[src/rtl/stream_mux_pkg.sv]
// Shared constants and helpers for the registered N-channel stream mux.
package stream_mux_pkg;

  localparam int NCH_DEF = 5;
  localparam int W_DEF   = 8;

  function automatic int clog2(input int n);
    int r;
    r = 0;
    for (int i = 0; i < 31; i++) begin
      if ((1 << i) < n) r = i + 1;
    end
    return r;
  endfunction

  function automatic int ch_lo(input int k, input int w);
    return k * w;
  endfunction

endpackage

[src/rtl/rr_next_pick.sv]
// Rotating-priority finder: nearest valid channel strictly after cur_i, wrapping.
// Only built with STREAM_MUX_RR_EN defined.
`ifdef STREAM_MUX_RR_EN
module rr_next_pick
  import stream_mux_pkg::*;
#(
  parameter  int NCH  = NCH_DEF,
  localparam int SELW = clog2(NCH)
) (
  input  logic [NCH-1:0]  vld_i,
  input  logic [SELW-1:0] cur_i,
  output logic [SELW-1:0] nxt_o,
  output logic            found_o
);

  int best;
  int d;

  // Distance NCH means "same channel", which is never a candidate.
  always_comb begin
    nxt_o   = cur_i;
    found_o = 1'b0;
    best    = NCH;
    d       = 0;
    for (int j = 0; j < NCH; j++) begin
      d = j - int'(cur_i);
      if (d <= 0) d = d + NCH;
      if (vld_i[j] && (d < NCH) && (d < best)) begin
        best    = d;
        nxt_o   = SELW'(j);
        found_o = 1'b1;
      end
    end
  end

endmodule
`endif

[src/rtl/stream_mux_n.sv]
// Registered NCH-channel W-bit stream mux, 1-cycle latency, held select + sticky illegal-select flag.
// Optional round-robin source stepping via STREAM_MUX_RR_EN (adds rr_mode input).
module stream_mux_n
  import stream_mux_pkg::*;
#(
  parameter  int NCH  = NCH_DEF,
  parameter  int W    = W_DEF,
  localparam int SELW = clog2(NCH)
) (
  input  logic              clk,
  input  logic              rst_n,
  input  logic [SELW-1:0]   sel,
  input  logic              sel_load,
  input  logic [NCH*W-1:0]  in_data,
  input  logic [NCH-1:0]    in_valid,
  output logic [NCH-1:0]    in_ready,
  output logic [W-1:0]      out_data,
  output logic              out_valid,
  input  logic              out_ready,
  output logic [SELW-1:0]   cur_sel,
  output logic              sel_err,
`ifdef STREAM_MUX_RR_EN
  input  logic              rr_mode,
`endif
  input  logic              err_clr
);

  localparam logic [SELW:0] NCH_L = (SELW+1)'(NCH);

  logic [SELW-1:0] cur_sel_q, cur_sel_d;
  logic            sel_err_q, sel_err_d;
  logic [W-1:0]    out_data_q, out_data_d;
  logic            out_valid_q, out_valid_d;

  logic            take_rdy;
  logic            sel_vld;
  logic [W-1:0]    sel_dat;
  logic            accept;
  logic            rr_on;
  logic            sel_legal;
  logic            load_ok;
  logic            load_bad;

  // Output slot can take a word when empty or being drained this cycle.
  assign take_rdy = !out_valid_q || out_ready;

  always_comb begin
    sel_vld  = 1'b0;
    sel_dat  = '0;
    in_ready = '0;
    for (int k = 0; k < NCH; k++) begin
      if (cur_sel_q == SELW'(k)) begin
        sel_vld     = in_valid[k];
        sel_dat     = in_data[ch_lo(k, W) +: W];
        in_ready[k] = take_rdy;
      end
    end
  end

  assign accept    = sel_vld && take_rdy;
  assign sel_legal = ({1'b0, sel} < NCH_L);

`ifdef STREAM_MUX_RR_EN
  logic [SELW-1:0] rr_nxt;
  logic            rr_found;

  rr_next_pick #(.NCH(NCH)) u_rr_next_pick (
    .vld_i   (in_valid),
    .cur_i   (cur_sel_q),
    .nxt_o   (rr_nxt),
    .found_o (rr_found)
  );

  assign rr_on = rr_mode;
`else
  assign rr_on = 1'b0;
`endif

  assign load_ok  = sel_load && !rr_on && sel_legal;
  assign load_bad = sel_load && !rr_on && !sel_legal;

  always_comb begin
    out_data_d  = out_data_q;
    out_valid_d = out_valid_q;
    if (accept) begin
      out_data_d  = sel_dat;
      out_valid_d = 1'b1;
    end else if (out_ready) begin
      out_valid_d = 1'b0;
    end

    cur_sel_d = cur_sel_q;
    if (load_ok) cur_sel_d = sel;
`ifdef STREAM_MUX_RR_EN
    // Step after a transfer, or hop off an idle channel without transferring.
    if (rr_on && rr_found && (accept || !sel_vld)) cur_sel_d = rr_nxt;
`endif

    sel_err_d = sel_err_q;
    if (load_bad)     sel_err_d = 1'b1;
    else if (err_clr) sel_err_d = 1'b0;
  end

  always_ff @(posedge clk or negedge rst_n) begin
    if (!rst_n) begin
      out_data_q  <= '0;
      out_valid_q <= 1'b0;
      cur_sel_q   <= '0;
      sel_err_q   <= 1'b0;
    end else begin
      out_data_q  <= out_data_d;
      out_valid_q <= out_valid_d;
      cur_sel_q   <= cur_sel_d;
      sel_err_q   <= sel_err_d;
    end
  end

  assign out_data  = out_data_q;
  assign out_valid = out_valid_q;
  assign cur_sel   = cur_sel_q;
  assign sel_err   = sel_err_q;

endmodule

[config.mk]
export PLATFORM = sky130hd
export DESIGN_NAME = stream_mux_n
export DESIGN_NICKNAME = d
export VERILOG_FILES = /design/src/rtl/stream_mux_pkg.sv /design/src/rtl/rr_next_pick.sv /design/src/rtl/stream_mux_n.sv
export SDC_FILE = /design/constraint.sdc
export NUM_CORES = 1
export LEC_CHECK = 0
export BUFFER_PORTS_ARGS = -buffer_cell sky130_fd_sc_hd__buf_2
export CORE_MARGIN = 8
export CORE_UTILIZATION = 45
export CTS_CLUSTER_DIAMETER = 80
export DETAILED_ROUTE_END_ITERATION = 10
export PLACE_DENSITY = 0.86
export SLEW_MARGIN = 20
export SYNTH_ARGS = -nofsm -noshare
export SYNTH_HDL_FRONTEND = slang
export SYNTH_SLANG_ARGS = --single-unit
[constraint.sdc]
create_clock -name clk -period 4.8 [get_ports clk]
set_input_delay 0 -clock clk [delete_from_list [all_inputs] [get_ports clk]]
set_output_delay 0 -clock clk [all_outputs]
set_load 0.02 [all_outputs]
Word level (Yosys, flattened, before mapping)
Cells that the tools add are included.
{"block": "classes", "n_lt_le_gt_ge": 1, "n_eq_ne": 4, "n_mux": 19, "reduce_logical": 9}
{"op": "8-bit two-way mux", "n": 5}
{"op": "1-bit two-way mux", "n": 14}
{"op": "3-bit by 2-bit equality test with 1-bit output, second input constant", "n": 2}
{"op": "2-bit nonzero test", "n": 2}
{"op": "3-bit by 1-bit equality test with 1-bit output, second input constant", "n": 1}
{"op": "3-bit equality test, second input constant", "n": 1}
{"op": "1-bit logical AND", "n": 3}
{"op": "3-bit zero test", "n": 1}
{"op": "3-bit < comparator, second input constant", "n": 1}
{"op": "1-bit zero test", "n": 2}
{"op": "1-bit logical OR", "n": 1}
{"block": "word_totals", "register_bits": 13, "inputBits": 53, "output_inout_bits": 18, "elab_cells": 37}

Depth between registers and ports, before layout
{"block": "logic_depth", "depth_word": 8, "ltp_mapped": 7, "mapped_depth_nobuf": 4}

Worst setup path before layout
Ideal clock, no wire load.
{"block": "synth_timing", "path_type": "register to output", "startpoint": "register cur_sel_q[0], in the netlist cur_sel[0]", "endpoint": "output port in_ready[1]", "arrival_time_ns": 1.842, "required_ns": 4.800, "setup_slack_ns": 2.958, "path_stages_with_launch": 5, "n_path_buf": 3, "path_cell_list": "dfrtp_1 buf_6 buf_2 clkbuf_1 nor4b_1"}
{"block": "synth_between", "elab_chain_cells": 2}
{"element": "start: declaration", "line_no": "stream_mux_n.sv:30", "text": "logic [SELW-1:0] cur_sel_q, cur_sel_d;"}
{"element": "start signal: assignment", "line_no": "stream_mux_n.sv:113", "text": "cur_sel_q <= cur_sel_d;"}
{"element": "3-bit by 1-bit equality test with 1-bit output", "line_no": "stream_mux_n.sv:52", "text": "if (cur_sel_q == SELW'(k)) begin"}
{"element": "1-bit two-way mux", "line_no": "stream_mux_n.sv:52"}
{"element": "end: declaration", "line_no": "stream_mux_n.sv:16", "text": "output logic [NCH-1:0] in_ready,"}
No other way between the ends.

Worst setup path after layout
{"block": "layout_timing", "startpoint": "register cur_sel_q[1], in the netlist cur_sel[1]", "endpoint": "register out_data_q[4], in the netlist out_data[4]"}
{"block": "layout_between", "elab_chain_cells": 7, "word_cells_on_any_way": 16, "cone_classes": "4 x eq/ne; 10 x mux; 2 x reduce/logical"}
{"element": "3-bit zero test", "line_no": "stream_mux_n.sv:52"}
{"element": "1-bit two-way mux (5 in series)", "line_no": "stream_mux_n.sv:52"}
{"element": "1-bit logical AND", "line_no": "stream_mux_n.sv:60", "text": "assign accept = sel_vld && take_rdy;"}
{"element": "end signal: assignment", "line_no": "stream_mux_n.sv:111", "text": "out_data_q <= out_data_d;"}
{"element": "end: declaration", "line_no": "stream_mux_n.sv:32", "text": "logic [W-1:0] out_data_q, out_data_d;"}
Parallel ways exist; a longest one is shown, timed or not.
A chain may end at the register's enable or synchronous reset.

==> impl_metrics.py <==
metrics = {
    "detailed_routing": {
        "wl_met3_um": 233,
        "route.detailed.wl_per_inst_um": 15.44,
        "vias": 1151,
        "drt_wl_total_mm": 3.320,
        "drtIter0Drc": 33,
        "via_per_inst": 5.353,
        "drtPass1Iterations": 4,
        "top_layer": "met4",
        "met2_wirelength_mm": 1.786,
        "ant_nets": 0,
        "wirelength_met1_mm": 1.272,
        "drc_errors": 0,
    },
    "sta": {
        "tightest_slew_ps": 682.8,
        "drv_slew": 0,
        "finalSetupViolations": 0,
        "fin_setup_tns_ps": 0,
        "finClkSkew_ps": 4.212,
        "finalHoldViolCount": 0,
        "fmax_ghz": 0.4722,
        "setup_ws_ps": 2682,
        "rsz0062_at_grt": "false",
        "relSlewSlack_pct": 54.48,
        "fin_crit_ps": 2118,
        "hold_slack_ps": 32.23,
        "fin_crit_sh_pct": 44.12,
    },
    "floorplanning": {
        "rows": 17,
        "core_area_um2": 2233,
        "boundaryPins": 71,
        "die_area_um2": 4179,
        "initial_core_util_pct": 47.68,
        "dieWidth_um": 64.65,
        "die_h_um": 64.65,
    },
    "placed_design": {
        "place_ws_ps": 2451,
        "dp_cells": 204,
        "dp_hpwl_mm": 2.610,
        "placed_cell_area_um2": 1403,
        "io_buffers": 70,
        "gp_congestion": 0.8345,
    },
    "worst_setup_path": {
        "rr_endpoint": "out_data[4]",
        "worstSetupStartpointType": "register",
        "r2r_start": "cur_sel[1]",
        "critPathRequiredTime_ps": 4960,
        "rr_worst_depth": 4,
        "reg2reg_slack_ps": 2680,
        "worstSetupPathType": "register to register",
        "crit_path_end_kind": "register",
        "crit_fanout": 24,
        "crit_arrival_ps": 2280,
    },
    "synthesis": {
        "synth_async_sr_flop_share_pct": 100.0,
        "synth-main-ff-cell": "dfrtp_1",
        "netlist-cell-type-count": 25,
        "synth_top_area_share_pct": 30.55,
        "syn_area_um2": 1065,
        "avgSynthCellArea_um2": 9.259,
        "yosysTopAreaCell": "dfrtp_1",
        "synth_edf_count": 0,
        "synth_seq_cells": 13,
        "ys_warn_count": 0,
        "synth_area_leaders": "dfrtp_1, mux2i_1, mux2_4, nand3b_1, o21ai_0",
        "synth_nets": 168,
        "yosysSeqAreaShare_pct": 30.55,
        "syn_inst": 115,
    },
    "clocking": {
        "post_cts_buffers": 0,
        "cts-buffers-inserted": 3,
        "clockRootBuffer": "clkbuf_4",
        "worstSkewPairLatency_ps": 280,
        "htree_num_levels": 1,
        "clock_sinks": 13,
        "clk_pin_slew_worst_paths_ps": 70,
        "clockBufferDepth": 2,
        "cts_tree": "built",
    },
    "global_route": {
        "gr-total-overflow": 0,
        "grt_pass1_wl_mm": 5.444,
        "antenna_found_initial": 0,
        "grt_pass1_vias": 1270,
        "grt_max_degree": 35,
        "grt_usage_pct": 15.61,
    },
    "final_layout": {
        "postLayoutCoreUtil_pct": 67.17,
        "finalNonFillerCells": 215,
        "antenna_cells": 0,
        "fin_area_um2": 1500,
        "syn_to_final_growth_pct": 40.89,
        "nets": 241,
        "drive_gt1_share_pct": 43.85,
    },
    "hold_path": {
        "hold_class": "primary input to register",
        "whs_path_depth": 3,
        "whs_endpoint": "cur_sel[2]",
        "hold_start": "sel[2]",
    },
    "pwr": {
        "p_total_mw": 0.5389,
        "p_per_area_nw_per_um2": 359.2,
        "peakVddDrop_v": 0.0002542,
        "leakagePower_nw": 0.7905,
    },
    "run": {
        "drv_cap": 0,
    },
    "status": {
        "status": "complete, no violations",
    },
}
worst max path at each step:
stage / cells after the start / from / to / slack, ps
after floorplan: 4 / cur_sel[0] / in_ready[1] / 2960
after global placement: 4 / cur_sel[0] / out_data[6] / 2590
after detailed placement: 4 / cur_sel[0] / out_data[2] / 2450
after CTS: 4 / cur_sel[0] / out_data[4] / 2440
after global routing: 4 / cur_sel[1] / out_data[2] / 2520
final: 4 / cur_sel[1] / out_data[4] / 2680
where the power goes:
part	switching [mW]	internal [mW]	total [mW]	leakage [nW]
logic	0.141	0.135	0.275	0.621
clock network	0.0357	0.0322	0.0680	0.0150
registers	0.0463	0.149	0.196	0.155
metal layers:
layer,vias up,GRT usage [%]
met5,-,0
met4,0,4.360
met3,4,4.811
met2,47,29.44
met1,539,16.13
li1,561,-
final cells by class:
| class | count | area (µm²) |
|---|---|---|
| fill | 183 | 733.2 |
| inverter | 6 | 22.52 |
| clock buffer | 4 | 26.28 |
| timing repair buffer | 77 | 420.4 |
| sequential | 13 | 326.6 |
| multi-input combinational | 87 | 669.4 |
| tap | 28 | 35.03 |
critical path, stage by stage, from the launching register on:
cell and delay (ps):
dfrtp_1 790, nand2b_1 350, o221ai_2 310, o211ai_4 220
mux2_4 340
cell usage in the layout, fill, tap and decap left out:
master,instances
a21oi_1,1
a31oi_1,2
buf_2,70
clkbuf_1,1
clkbuf_4,3
dfrtp_1,12
dfrtp_2,1
dlygate4sd3_1,7
inv_1,6
mux2_4,5
mux2i_1,20
nand2_1,10
nand2b_1,2
nand3b_1,8
nand4bb_1,1
nor2_1,7
nor2b_1,2
nor3_1,2
nor3b_1,2
nor4b_1,1
o211ai_4,1
o21a_1,5
o21ai_0,10
o221ai_1,5
o221ai_2,1
o22ai_1,1
or2_4,1
synth_stat cells (2+ instances only):
library cell and n:
a31oi_1 2, buf_2 5, clkbuf_1 3, dfrtp_1 13, inv_1 6, mux2_4 5
mux2i_1 20, nand2_1 10, nand2b_1 2, nand3b_1 8, nor2_1 7, nor2b_1 2
nor3_1 2, nor3b_1 2, o21a_1 5, o21ai_0 10, o221ai_1 5
cells by family (layout without fill, tap and decap cells):
logic type      after synthesis  in the layout  synth area share (%)
compound gates               26             26                 17.98
flops                        13             13                 30.55
buf+inv                      15             87                 6.580
simple gates                 36             36                 19.04
mux                          25             25                 25.85
flip-flops by register name, summed over array words and instances (netlist names):
register   cells
out_data       8
cur_sel        3
out_valid      1
sel_err        1
what timing repair did:
action | in CTS | in global routing
hold buffers | 7 | 0
endpoints found under the setup margin | 0 | 0
endpoints found under the hold margin | 16 | 0
gates resized for setup | 0 | 0
Power figures use the tool's default switching activity.
